**src/rtl/bait_pkg.sv**
```systemverilog
// Shared state codes and default depth/step constants for the bait controller.
package bait_pkg;

    typedef enum logic [2:0] {
        ST_IDLE    = 3'd0,
        ST_FISHING = 3'd1,
        ST_HOOKED  = 3'd2,
        ST_REEL    = 3'd3,
        ST_LANDED  = 3'd4
    } bait_state_e;

    localparam int unsigned DEF_SURFACE     = 720;
    localparam int unsigned DEF_BOTTOM      = 4650;
    localparam int unsigned DEF_SINK_STEP   = 40;
    localparam int unsigned DEF_RISE_STEP   = 40;
    localparam int unsigned DEF_REEL_STEP   = 60;
    localparam int unsigned DEF_LAND_FRAMES = 30;

    function automatic logic [13:0] clamp_depth(input logic [13:0] v,
                                                input logic [13:0] lo,
                                                input logic [13:0] hi);
        if (v < lo)
            return lo;
        else if (v > hi)
            return hi;
        else
            return v;
    endfunction

endpackage

```
**src/rtl/bait_stepper.sv**
```systemverilog
// Saturating move of a depth toward a target by at most one step; never overshoots.
module bait_stepper (
    input  logic [13:0] current,
    input  logic [13:0] target,
    input  logic [14:0] step,
    output logic [13:0] next
);

    logic [14:0] cur_w;
    logic [14:0] tgt_w;
    logic [14:0] diff;
    logic [14:0] mv;
    logic [14:0] res;

    always_comb begin
        cur_w = {1'b0, current};
        tgt_w = {1'b0, target};
        if (tgt_w >= cur_w) begin
            diff = tgt_w - cur_w;
            mv   = (diff < step) ? diff : step;
            res  = cur_w + mv;
        end else begin
            diff = cur_w - tgt_w;
            mv   = (diff < step) ? diff : step;
            res  = cur_w - mv;
        end
        next = 14'(res);
    end

endmodule

```
**src/rtl/bait_ctrl.sv**
```systemverilog
// Fishing-line controller: cast, follow the mouse, hook, reel in and report catches.
module bait_ctrl
    import bait_pkg::*;
#(
    parameter int unsigned SURFACE     = DEF_SURFACE,
    parameter int unsigned BOTTOM      = DEF_BOTTOM,
    parameter int unsigned SINK_STEP   = DEF_SINK_STEP,
    parameter int unsigned RISE_STEP   = DEF_RISE_STEP,
    parameter int unsigned REEL_STEP   = DEF_REEL_STEP,
    parameter int unsigned LAND_FRAMES = DEF_LAND_FRAMES
) (
    input  logic        clk,
    input  logic        rst,
    input  logic        frame_tick,
    input  logic [13:0] mouse_v,
    input  logic        btn_cast,
    input  logic        fish_hit,
    input  logic [2:0]  fish_id,
    output logic [13:0] bait_v,
    output logic [2:0]  state,
    output logic        hooked,
    output logic        catch_pulse,
    output logic [2:0]  catch_id
);

    localparam logic [13:0] SURF_D    = 14'(SURFACE);
    localparam logic [13:0] BOT_D     = 14'(BOTTOM);
    localparam logic [14:0] SINK_S    = 15'(SINK_STEP);
    localparam logic [14:0] RISE_S    = 15'(RISE_STEP);
    localparam logic [14:0] REEL_S    = 15'(REEL_STEP);
    localparam logic [15:0] LAND_LAST = 16'(LAND_FRAMES - 1);

    bait_state_e state_q, state_d;
    logic [13:0] bait_q, bait_d;
    logic [15:0] land_cnt_q, land_cnt_d;
    logic [2:0]  catch_id_q, catch_id_d;
    logic        hooked_q, hooked_d;
    logic        catch_pulse_q, catch_pulse_d;

    logic [13:0] step_target;
    logic [14:0] step_size;
    logic [13:0] step_next;

    bait_stepper u_stepper (
        .current (bait_q),
        .target  (step_target),
        .step    (step_size),
        .next    (step_next)
    );

    always_comb begin
        state_d       = state_q;
        bait_d        = bait_q;
        land_cnt_d    = land_cnt_q;
        catch_id_d    = catch_id_q;
        catch_pulse_d = 1'b0;
        step_target   = SURF_D;
        step_size     = REEL_S;

        case (state_q)
            ST_IDLE: begin
                bait_d = SURF_D;
                if (btn_cast)
                    state_d = ST_FISHING;
            end
            ST_FISHING: begin
                step_target = clamp_depth(mouse_v, SURF_D, BOT_D);
                step_size   = (step_target > bait_q) ? SINK_S : RISE_S;
                // A transition cycle freezes the depth even when a frame tick coincides.
                if (fish_hit) begin
                    state_d    = ST_HOOKED;
                    catch_id_d = fish_id;
                end else if (btn_cast) begin
                    state_d = ST_REEL;
                end else if (frame_tick) begin
                    bait_d = step_next;
                end
            end
            ST_HOOKED, ST_REEL: begin
                if (frame_tick) begin
                    if (bait_q == SURF_D)
                        state_d = (state_q == ST_HOOKED) ? ST_LANDED : ST_IDLE;
                    else
                        bait_d = step_next;
                end
            end
            ST_LANDED: begin
                if (frame_tick) begin
                    if (land_cnt_q == LAND_LAST) begin
                        catch_pulse_d = 1'b1;
                        land_cnt_d    = '0;
                        state_d       = ST_IDLE;
                    end else begin
                        land_cnt_d = land_cnt_q + 16'd1;
                    end
                end
            end
            default: state_d = ST_IDLE;
        endcase

        hooked_d = (state_d == ST_HOOKED) || (state_d == ST_LANDED);
    end

    always_ff @(posedge clk) begin
        if (rst) begin
            state_q       <= ST_IDLE;
            bait_q        <= SURF_D;
            land_cnt_q    <= '0;
            catch_id_q    <= '0;
            hooked_q      <= 1'b0;
            catch_pulse_q <= 1'b0;
        end else begin
            state_q       <= state_d;
            bait_q        <= bait_d;
            land_cnt_q    <= land_cnt_d;
            catch_id_q    <= catch_id_d;
            hooked_q      <= hooked_d;
            catch_pulse_q <= catch_pulse_d;
        end
    end

    assign bait_v      = bait_q;
    assign state       = state_q;
    assign hooked      = hooked_q;
    assign catch_pulse = catch_pulse_q;
    assign catch_id    = catch_id_q;

endmodule

```
**config.mk**
```make
export PLATFORM = sky130hd
export DESIGN_NAME = bait_ctrl
export DESIGN_NICKNAME = d
export VERILOG_FILES = /design/src/rtl/bait_pkg.sv /design/src/rtl/bait_stepper.sv /design/src/rtl/bait_ctrl.sv
export SDC_FILE = /design/constraint.sdc
export NUM_CORES = 1
export LEC_CHECK = 0
export BUFFER_PORTS_ARGS = -buffer_cell sky130_fd_sc_hd__buf_2
export CORE_ASPECT_RATIO = 1.75
export CORE_UTILIZATION = 40
export CTS_BUF_LIST = sky130_fd_sc_hd__clkbuf_8 sky130_fd_sc_hd__clkbuf_16
export CTS_CLUSTER_DIAMETER = 80
export CTS_CLUSTER_SIZE = 12
export DETAILED_ROUTE_END_ITERATION = 12
export GPL_TIMING_DRIVEN = 0
export PLACE_DENSITY_LB_ADDON = 0.15
export RECOVER_POWER = 25
export SKIP_LAST_GASP = 1
export SYNTH_ARGS = -nofsm -noshare
export SYNTH_HDL_FRONTEND = slang
export SYNTH_SLANG_ARGS = --single-unit
export TNS_END_PERCENT = 1
```
**constraint.sdc**
```tcl
create_clock -name clk -period 9.2 [get_ports clk]
set_clock_uncertainty 0.05 [all_clocks]
set_input_delay 1.84 -clock clk [delete_from_list [all_inputs] [get_ports clk]]
set_output_delay 1.84 -clock clk [all_outputs]
set_load 0.01 [all_outputs]
```
Word-level counts from Yosys, hierarchy flattened

Cells that the tools add are included.

Memory bits (read-only): 0
Word-level logic and storage cells: 63
Register bits after elaboration: 38
Latch bits: 0
Bits of input ports: 22
Memories kept: 0
Bits in writable memories: 0
Output and inout bits: 22

Equality and inequality tests: 13
Bitwise logic cells: 2
Multiply operators: 0
$add $sub $neg: 5
Shifts and indexed selects: 0
$lt $le $gt $ge: 5
Reduce and logical (&&, ||, !) cells: 8
Div/mod/pow operators: 0
Muxes and demuxes: 24

Operators by type and width:

| kind                                                                   | count |
|---|---|
| 14-bit two-way mux                                                     | 11 |
| 14-bit one-hot mux with 3 select lines                                 | 1 |
| 15-bit by 6-bit < comparator with 1-bit output                         | 2 |
| 14-bit by 14-bit subtractor with 15-bit output                         | 2 |
| 3-bit two-way mux                                                      | 8 |
| 16-bit by 1-bit adder with 16-bit output, second input constant        | 1 |
| 16-bit by 5-bit == test with 1-bit output, second input constant       | 1 |
| 16-bit two-way mux                                                     | 1 |
| 14-bit adder                                                           | 1 |
| 14-bit by 10-bit == test with 1-bit output, second input constant      | 1 |
| 14-bit greater-or-equal comparator                                     | 1 |
| 14-bit by 13-bit > comparator with 1-bit output, second input constant | 1 |
| 14-bit by 10-bit < comparator with 1-bit output, second input constant | 1 |
| 14-bit subtractor                                                      | 1 |
| 3-bit one-hot mux with 4 select lines                                  | 1 |
| 2-bit != test, second input constant                                   | 5 |
| 3-bit by 2-bit == test with 1-bit output, second input constant        | 3 |
| 3-bit == test, second input constant                                   | 2 |
| 6-bit AND reduction                                                    | 1 |
| 5-bit two-way mux                                                      | 1 |
| 2-bit AND reduction                                                    | 2 |
| 3-bit by 1-bit == test with 1-bit output, second input constant        | 1 |
| 3-bit logical NOT                                                      | 1 |
| 3-bit nonzero test                                                     | 1 |
| 5 further kinds                                                        | 6 |

Logic depth before layout (Yosys ltp)

Gate-level depths: netlist (run 1).

Depth after elaboration: 13
Depth in mapped cells: 36
Mapped depth without buffers: 36

By module

From an unflattened synthesis (run 1), not the netlist that was laid out.

Cells, all modules: 757
Area total of the unflattened synthesis: 5,715.5 µm²

By module, submodules not included:

| module       | cells each | sequential area each (µm²) | area each (µm²) | times used |
|---|---|---|---|---|
| bait_stepper | 512        | 0.0                        | 3,693.5         | 1 |
| bait_ctrl    | 245        | 760.7                      | 2,021.9         | 1 |

Worst setup path before layout (run 1)

No wires, ideal clock.

Path type: input-to-reg
From: in mouse_v[0]
To: reg bait_q[8] (netlist: bait_v[8])
Arrival time: 7,919 ps
Path slack: 1,161 ps
Stages on the path: 33
Buffers on the path: 0
Library setup time: 70 ps
Required time: 9,080 ps
Cells stage by stage: a21o_1 -> a21oi_1 -> nor2b_1 -> o41ai_1 -> nand2_1 -> a21oi_1 -> and2_0 -> nand2_1 -> inv_1 -> ha_1 -> inv_1 -> fa_1 -> a21oi_2 -> o21bai_1 -> xor2_1 -> ha_1 -> a31oi_1 -> nor2_1 -> a2111o_1 -> or3_1 -> ha_1 -> nor3_1 -> o31ai_2 -> ha_1 -> nor2b_1 -> o21ai_0 -> a21oi_1 -> o21ai_0 -> a21boi_0 -> o21a_1 -> o21ai_0 -> or3b_2 -> a21oi_1

Cells in the longest elaborated chain, start to end: 13
Elaborated cells on any way between the ends: 21
Those cells by class: add/sub: 4; order compare: 5; mux: 12

Ends and longest elaborated chain:

| item                                                                     | line                                   | text |
|---|---|---|
| from (decl)                                                              | bait_ctrl.sv:15                        | `input logic [13:0] mouse_v,` |
| 14-bit by 13-bit > comparator with 1-bit output                          | bait_pkg.sv:24                         | `else if (v > hi)` |
| 14-bit two-way mux                                                       | bait_pkg.sv:24                         |  |
| 14-bit two-way mux (*)                                                   | bait_pkg.sv:22                         | `if (v < lo)` |
| 14-bit two-way mux (*)                                                   | bait_ctrl.sv:60                        | `case (state_q)` |
| 14-bit by 14-bit subtractor with 15-bit output, on equally long branches | bait_stepper.sv:23, bait_stepper.sv:19 |  |
| 15-bit by 6-bit < comparator with 1-bit output, on equally long branches | bait_stepper.sv:24, bait_stepper.sv:20 |  |
| 14-bit two-way mux, on equally long branches                             | bait_stepper.sv:24, bait_stepper.sv:20 |  |
| 14-bit subtractor or 14-bit adder (tied branches)                        | bait_stepper.sv:25, bait_stepper.sv:21 |  |
| 14-bit two-way mux (*)                                                   | bait_stepper.sv:18                     | `if (tgt_w >= cur_w) begin` |
| 14-bit two-way mux                                                       | bait_ctrl.sv:75                        | `end else if (frame_tick) begin` |
| 14-bit two-way mux                                                       | bait_ctrl.sv:73                        | `end else if (btn_cast) begin` |
| 14-bit two-way mux                                                       | bait_ctrl.sv:70                        | `if (fish_hit) begin` |
| 14-bit one-hot mux with 3 select lines (*)                               | bait_ctrl.sv:60                        |  |
| to (signal assigned)                                                     | bait_ctrl.sv:114                       | `bait_q <= bait_d;` |
| to (decl)                                                                | bait_ctrl.sv:34                        | `logic [13:0] bait_q, bait_d;` |

Mark *: on every way between the ends. The rest lies on a longest branch, timed or not. The select of a mux whose other input is x is not followed.
A chain may end at the register's enable or synchronous reset.

Final worst setup path (run 1)

Same ends and word-level chain as after synthesis.

==> out/metrics.csv, run 1 <==
stage;metric;value;unit
run_status;status;finished, final reports clean;
worst_setup_path;slowest_stage;a2111o_1;
clock_network;ctsHoldBuffers;0;
global_route;overflow;0;
clock_network;clkTransAtPathRegs;0.06;ns
layout;fin_util;46.4;%
global_route;met1_usage;23.3;%
yosys;ys.warnings.count;0;
sta;worst_pin_slew;1.02;ns
die;die_area;0.0110;mm^2
layout;final_cells;752;
pwr;peakVddDrop;0.000182;V
route;detail_route.wl_per_cell;17.5;um
global_route;grt_start_max_net_pins;12;
yosys;netlist_top_cells_count;nor2_1, a21oi_1, nand2_1;
sta;finalCriticalPeriod;8.68;ns
route;drt-initial-drc-count;149;
route;ant_nets;0;
worst_setup_path;start_kind;primary input;
worst_setup_path;critPathArrivalTime;8.84;ns
global_route;grtUsageTotal;25.2;%
job;maxCapViolCount;0;
sta;drv_slew;0;
yosys;netlist_area;0.00421;mm^2
yosys;synth.most_common_cell;nor2_1;
global_route;met3_usage;2.45;%
clock_network;cts_made_buffers;5;
worst_setup_path;r2r_end;bait_v[8]$_SDFFE_PP0P_;
min_path;hp-class;flip-flop to flip-flop;
route;drtPass1Iterations;5;
sta;rsz0062_at_grt;no;
sta;relSlewSlack;31.7;%
global_route;antenna_found_initial;0;
yosys;yosys.area.top_type;dfxtp_1;
global_route;grt.busiest_layer;met2;
route;via_per_inst;5.77;
clock_network;clk_root_buffer_cell;clkbuf_16;
placement;place_congestion;0.904;
clock_network;tritoncts;done;
layout;area_growth;12.9;%
clock_network;cts_sinks;38;
global_route;grt_pass1_vias;4287;
route;vias;4337;
layout;diodes;0;
yosys;synth_edf_count;0;
yosys;syn_avg_cell_area;7.35;um^2
yosys;syn_inst;573;
worst_setup_path;path_class;primary input to flip-flop;
sta;finalSetupViolCount;0;
worst_setup_path;cpMostUsedCell;ha_1;
layout;layout-drive-gt1-share;11.7;%
sta;fmax;0.115;GHz
worst_setup_path;crit_path_max_fanout;6;
die;core-area;0.0102;mm^2
yosys;ys_seq_area_share;18.1;%
global_route;grt_pass1_wl;21100;um
yosys;synth_flop_cell;dfxtp_1;
placement;place_inst;743;
pwr;power_density;404;mW/mm^2
die;io_pins;44;
worst_setup_path;critical_path.endpoint_type;flip-flop;
die;num_rows;49;
die;die_w;79.6;um
layout;layout.nets;696;
clock_network;cts_max_path_buffers;2;
placement;portBuffers;43;
yosys;async_reset_ff_share;0;%
placement;post-dp-hpwl;11000;um
yosys;synthTopCellsByArea;dfxtp_1, ha_1, a21oi_1;
worst_setup_path;slowest_delay;0.55;ns
yosys;mappedNetlistNets;645;
worst_setup_path;timing.rr.start;state[1]$_SDFF_PP0_;
worst_setup_path;cp.required;9.36;ns
worst_setup_path;critPathLaunch;mouse_v[0];
global_route;grt.met2_usage;51.7;%
worst_setup_path;crit_end;bait_v[8]$_SDFFE_PP0P_;
die;start_util;41.1;%
sta;hold_viol_final;0;
route;drt_wl_total;13200;um
pwr;p_leak;2.08;nW
sta;fin_crit_sh;94.4;%
worst_setup_path;r2r_cells;30;
yosys;post_synth_num_cell_types;73;
worst_setup_path;r2r_slack;1.97;ns
yosys;ys_seq_elements;38;
clock_network;h-tree-depth;2;
yosys;synth_top_area_share;18.1;%
clock_network;clock_latency;0.28;ns
route;drc;0;
die;die_y;138;um
repair_timing:
item / CTS / global route
pin swaps: 0 / 1
resized for setup: 1 / 7
endpoints found under the setup margin: 3 / 6
buffers inserted: 0 / 1
cells by family (layout without fill, tap and decap cells):
group / count (synthesis) / in the layout / synth area share (%)
AOI/OAI and AO/OA: 159 / 159 / 26.1
xor gates and xnor gates: 34 / 34 / 7.07
adders and majority gates: 50 / 50 / 15.4
buffers and inverters: 65 / 117 / 6.03
DFF: 38 / 38 / 18.1
muxes: 6 / 6 / 1.46
other: 2 / 2 / 0.178
and+or+nand+nor: 219 / 219 / 25.7
registers in the layout, summed over array words and instances, names as in the netlist:
signal,count
bait_v,14
catch_id,3
catch_pulse,1
hooked,1
land_cnt_q,16
state,3
layout make-up:
cell class | instances | area, um^2
Buffer | 20 | 85.1
Clock buffer | 6 | 139
Clock inverter | 2 | 8.76
Fill cell | 1053 | 5480
Inverter | 45 | 169
Multi-Input combinational cell | 470 | 3220
Sequential cell | 38 | 761
Tap cell | 127 | 159
Timing Repair Buffer | 44 | 211
how the worst min path moves through the flow:
stage                     depth (start not counted)  slack, ns                         end                        from
after floorplan                                   2       0.42  land_cnt_q[4]$_SDFFE_PP0P_  land_cnt_q[4]$_SDFFE_PP0P_
after global placement                            2       0.39    catch_id[0]$_SDFFE_PP0P_    catch_id[0]$_SDFFE_PP0P_
after detailed placement                          2       0.40    catch_id[1]$_SDFFE_PP0P_    catch_id[1]$_SDFFE_PP0P_
after CTS                                         2       0.41    catch_id[1]$_SDFFE_PP0P_    catch_id[1]$_SDFFE_PP0P_
after global routing                              2       0.43    catch_id[0]$_SDFFE_PP0P_    catch_id[0]$_SDFFE_PP0P_
final                                             2       0.41    catch_id[1]$_SDFFE_PP0P_    catch_id[1]$_SDFFE_PP0P_
power by group:
group          switching, mW  leakage, nW  internal [mW]  total [mW]
clock network         0.0639       0.0780          0.106       0.170
logic                  0.932         1.70          0.587        1.52
registers             0.0413        0.308          0.189       0.230
per-layer routing:
| layer | vias to the layer above | wire length [um] |
|---|---|---|
| met5 | - | 0 |
| met4 | 0 | 582 |
| met3 | 36 | 370 |
| met2 | 99 | 7570 |
| met1 | 2029 | 4670 |
| li1 | 2173 | - |
placed cells by master, fill, tap and decap left out, types with 3 or more instances in the layout:
cell	n
nor2_1	64
a21oi_1	49
nor4_1	10
nand2_1	48
and3_1	9
a211oi_1	3
nand3b_1	5
xor2_1	21
o21ai_1	4
xnor2_1	12
o21a_1	7
fa_1	3
clkbuf_16	5
nand4_1	10
a21oi_2	3
inv_1	45
a21o_1	5
nor2b_1	9
or3_1	3
o2111ai_1	5
nor3_1	20
buf_2	42
clkbuf_1	21
ha_1	47
a41oi_1	3
mux2i_1	5
o211ai_1	4
nand3_1	14
nand2b_1	12
a31oi_1	10
a211o_1	5
o21bai_1	5
o21ai_0	23
o22ai_1	4
dfxtp_1	38
through the flow:
stage	worst slack [ns]	hold slack [ns]	power, mW	TNS (ns)	instance area, um^2
floorplan	1.16	0.422	1.34	0	4210
global placement	-0.256	0.393	1.68	-0.870	4590
detailed placement	-0.350	0.398	1.70	-1.18	4590
CTS	0.0431	0.406	1.88	0	4730
global route	0.00474	0.427	2.08	0	4750
finish	0.516	0.406	1.92	0	4750
critical path, delay by kind of cell:
family                     cells  cell delay, ns
AOI/OAI and AO/OA             16            3.21
xor gates and xnor gates       1            0.20
adders and majority gates      5            1.43
buffers and inverters          3            0.22
and+or+nand+nor                9            1.91
No activity file was read; power rests on OpenSTA's default activity.
==> inputs of run 2 (changes only) <==
- CORE_ASPECT_RATIO: 1.75 -> 0.5
- CORE_MARGIN: not set -> 2
- MAX_ROUTING_LAYER: not set -> met4
==> out/metrics.csv, run 2 (same netlist as run 1, synthesis figures left out) <==
stage;metric;value;unit
clock_network;ctsHoldBuffers;0;
layout;layout-drive-gt1-share;11.7;%
die;die_w;149;um
run_status;status;finished, final reports clean;
pwr;peakVddDrop;0.000112;V
layout;most-common-layout-cells;nor2_1, a21oi_1, nand2_1, ha_1, inv_1;
die;die_y;76.6;um
clock_network;clock_latency;0.28;ns
sta;rsz0062_at_grt;yes;
clock_network;cts_sinks;38;
placement;place_congestion;0.917;
sta;drv_slew;0;
layout;largest_register;land_cnt_q;
route;vias;4238;
layout;largest_reg_flops;16;
sta;fin_crit_sh;93.2;%
die;core-area;0.0102;mm^2
global_route;grt_pass1_wl;20000;um
layout;layout_commonest_cell;nor2_1;
clock_network;h-tree-depth;2;
layout;layout.nets;696;
route;detail_route.wl_per_cell;15.6;um
sta;fmax;0.117;GHz
worst_setup_path;slowest_stage;a2111o_1;
global_route;antenna_found_initial;0;
sta;hold_viol_final;0;
pwr;power_density;391;mW/mm^2
worst_setup_path;crit_path_max_fanout;6;
worst_setup_path;cp.required;9.31;ns
route;via_per_inst;5.54;
route;drc;0;
clock_network;cts_made_buffers;5;
clock_network;clkTransAtPathRegs;0.06;ns
global_route;overflow;0;
sta;finalCriticalPeriod;8.58;ns
die;num_rows;26;
layout;area_growth;13.1;%
die;start_util;41.2;%
sta;finalSetupTns;0;ns
job;maxCapViolCount;0;
layout;final_cells;765;
sta;relSlewSlack;35.4;%
layout;diodes;0;
pwr;p_leak;2.08;nW
route;drt-initial-drc-count;325;
sta;finalSetupViolCount;0;
clock_network;clk_root_buffer_cell;clkbuf_16;
clock_network;cts_max_path_buffers;2;
sta;worst_pin_slew;0.963;ns
worst_setup_path;slowest_delay;0.49;ns
worst_setup_path;cpMostUsedCell;ha_1;
global_route;grt_pass1_vias;4065;
global_route;grt_start_max_net_pins;13;
clock_network;tritoncts;done;
placement;portBuffers;43;
worst_setup_path;start_kind;primary input;
worst_setup_path;critical_path.endpoint_type;flip-flop;
min_path;hp-class;flip-flop to flip-flop;
route;drt_wl_total;11900;um
global_route;grtUsageTotal;22.3;%
worst_setup_path;critPathArrivalTime;8.69;ns
route;drtPass1Iterations;5;
route;ant_nets;0;
worst_setup_path;path_class;primary input to flip-flop;
placement;post-dp-hpwl;9710;um
placement;place_inst;756;
die;die_area;0.0114;mm^2
die;io_pins;44;
==> run 2: area by class of cell <==
type / instances / area [um^2]
Sequential cell: 38 / 761
Inverter: 45 / 169
Clock inverter: 2 / 12.5
Timing Repair Buffer: 44 / 213
Buffer: 20 / 85.1
Clock buffer: 6 / 139
Multi-Input combinational cell: 470 / 3210
Fill cell: 1110 / 5450
Tap cell: 140 / 175
==> run 2: routing by layer <==
layer	global-route usage, %	vias to the layer above	wire length [um]
met5	-	-	0
met4	4.76	0	101
met3	3.65	9	667
met2	33.3	98	5100
met1	31.7	1973	6060
li1	-	2158	-
==> run 2: power by group <==
part,internal (mW),switching [mW],leakage [nW]
registers,0.189,0.0461,0.308
clock network,0.107,0.0658,0.0729
logic,0.581,0.875,1.70
==> run 2: worst paths after layout <==
path / start / endpoint / cells past startpoint / slack [ns]
min reg2reg: catch_id[0]$_SDFFE_PP0P_ / catch_id[0]$_SDFFE_PP0P_ / 2 / 0.41
min: catch_id[0]$_SDFFE_PP0P_ / catch_id[0]$_SDFFE_PP0P_ / 2 / 0.41
max reg2reg: state[1]$_SDFF_PP0_ / bait_v[13]$_SDFFE_PP0P_ / 30 / 2.02
max: mouse_v[0] / bait_v[13]$_SDFFE_PP0P_ / 34 / 0.62
==> run 2: stage by stage <==
step / instance area (um^2) / setup WS [ns] / hold WS (ns) / total power, mW / utilization (%)
after detailed placement: 4600 / -0.0532 / 0.401 / 1.65 / 45.1
after global routing: 4770 / -0.0300 / 0.453 / 2.06 / 46.7
after CTS: 4750 / 0.209 / 0.407 / 1.84 / 46.5
after global placement: 4600 / -0.0681 / 0.394 / 1.66 / 45.1
after floorplan: 4210 / 1.16 / 0.422 / 1.34 / -
final: 4770 / 0.623 / 0.407 / 1.86 / 46.7
==> run 2: worst max-delay path: cells and delay by family <==
family | cells | cell delay [ns]
compound gates | 15 | 3.34
simple gates | 9 | 1.46
fa+ha+maj | 5 | 1.41
xor+xnor | 1 | 0.26
buf+inv | 3 | 0.22
mux | 1 | 0.14
==> run 2: timing repair <==
action | in CTS | in global routing
buffers inserted | 0 | 1
endpoints found under the setup margin | 0 | 5
resized for setup | 0 | 6
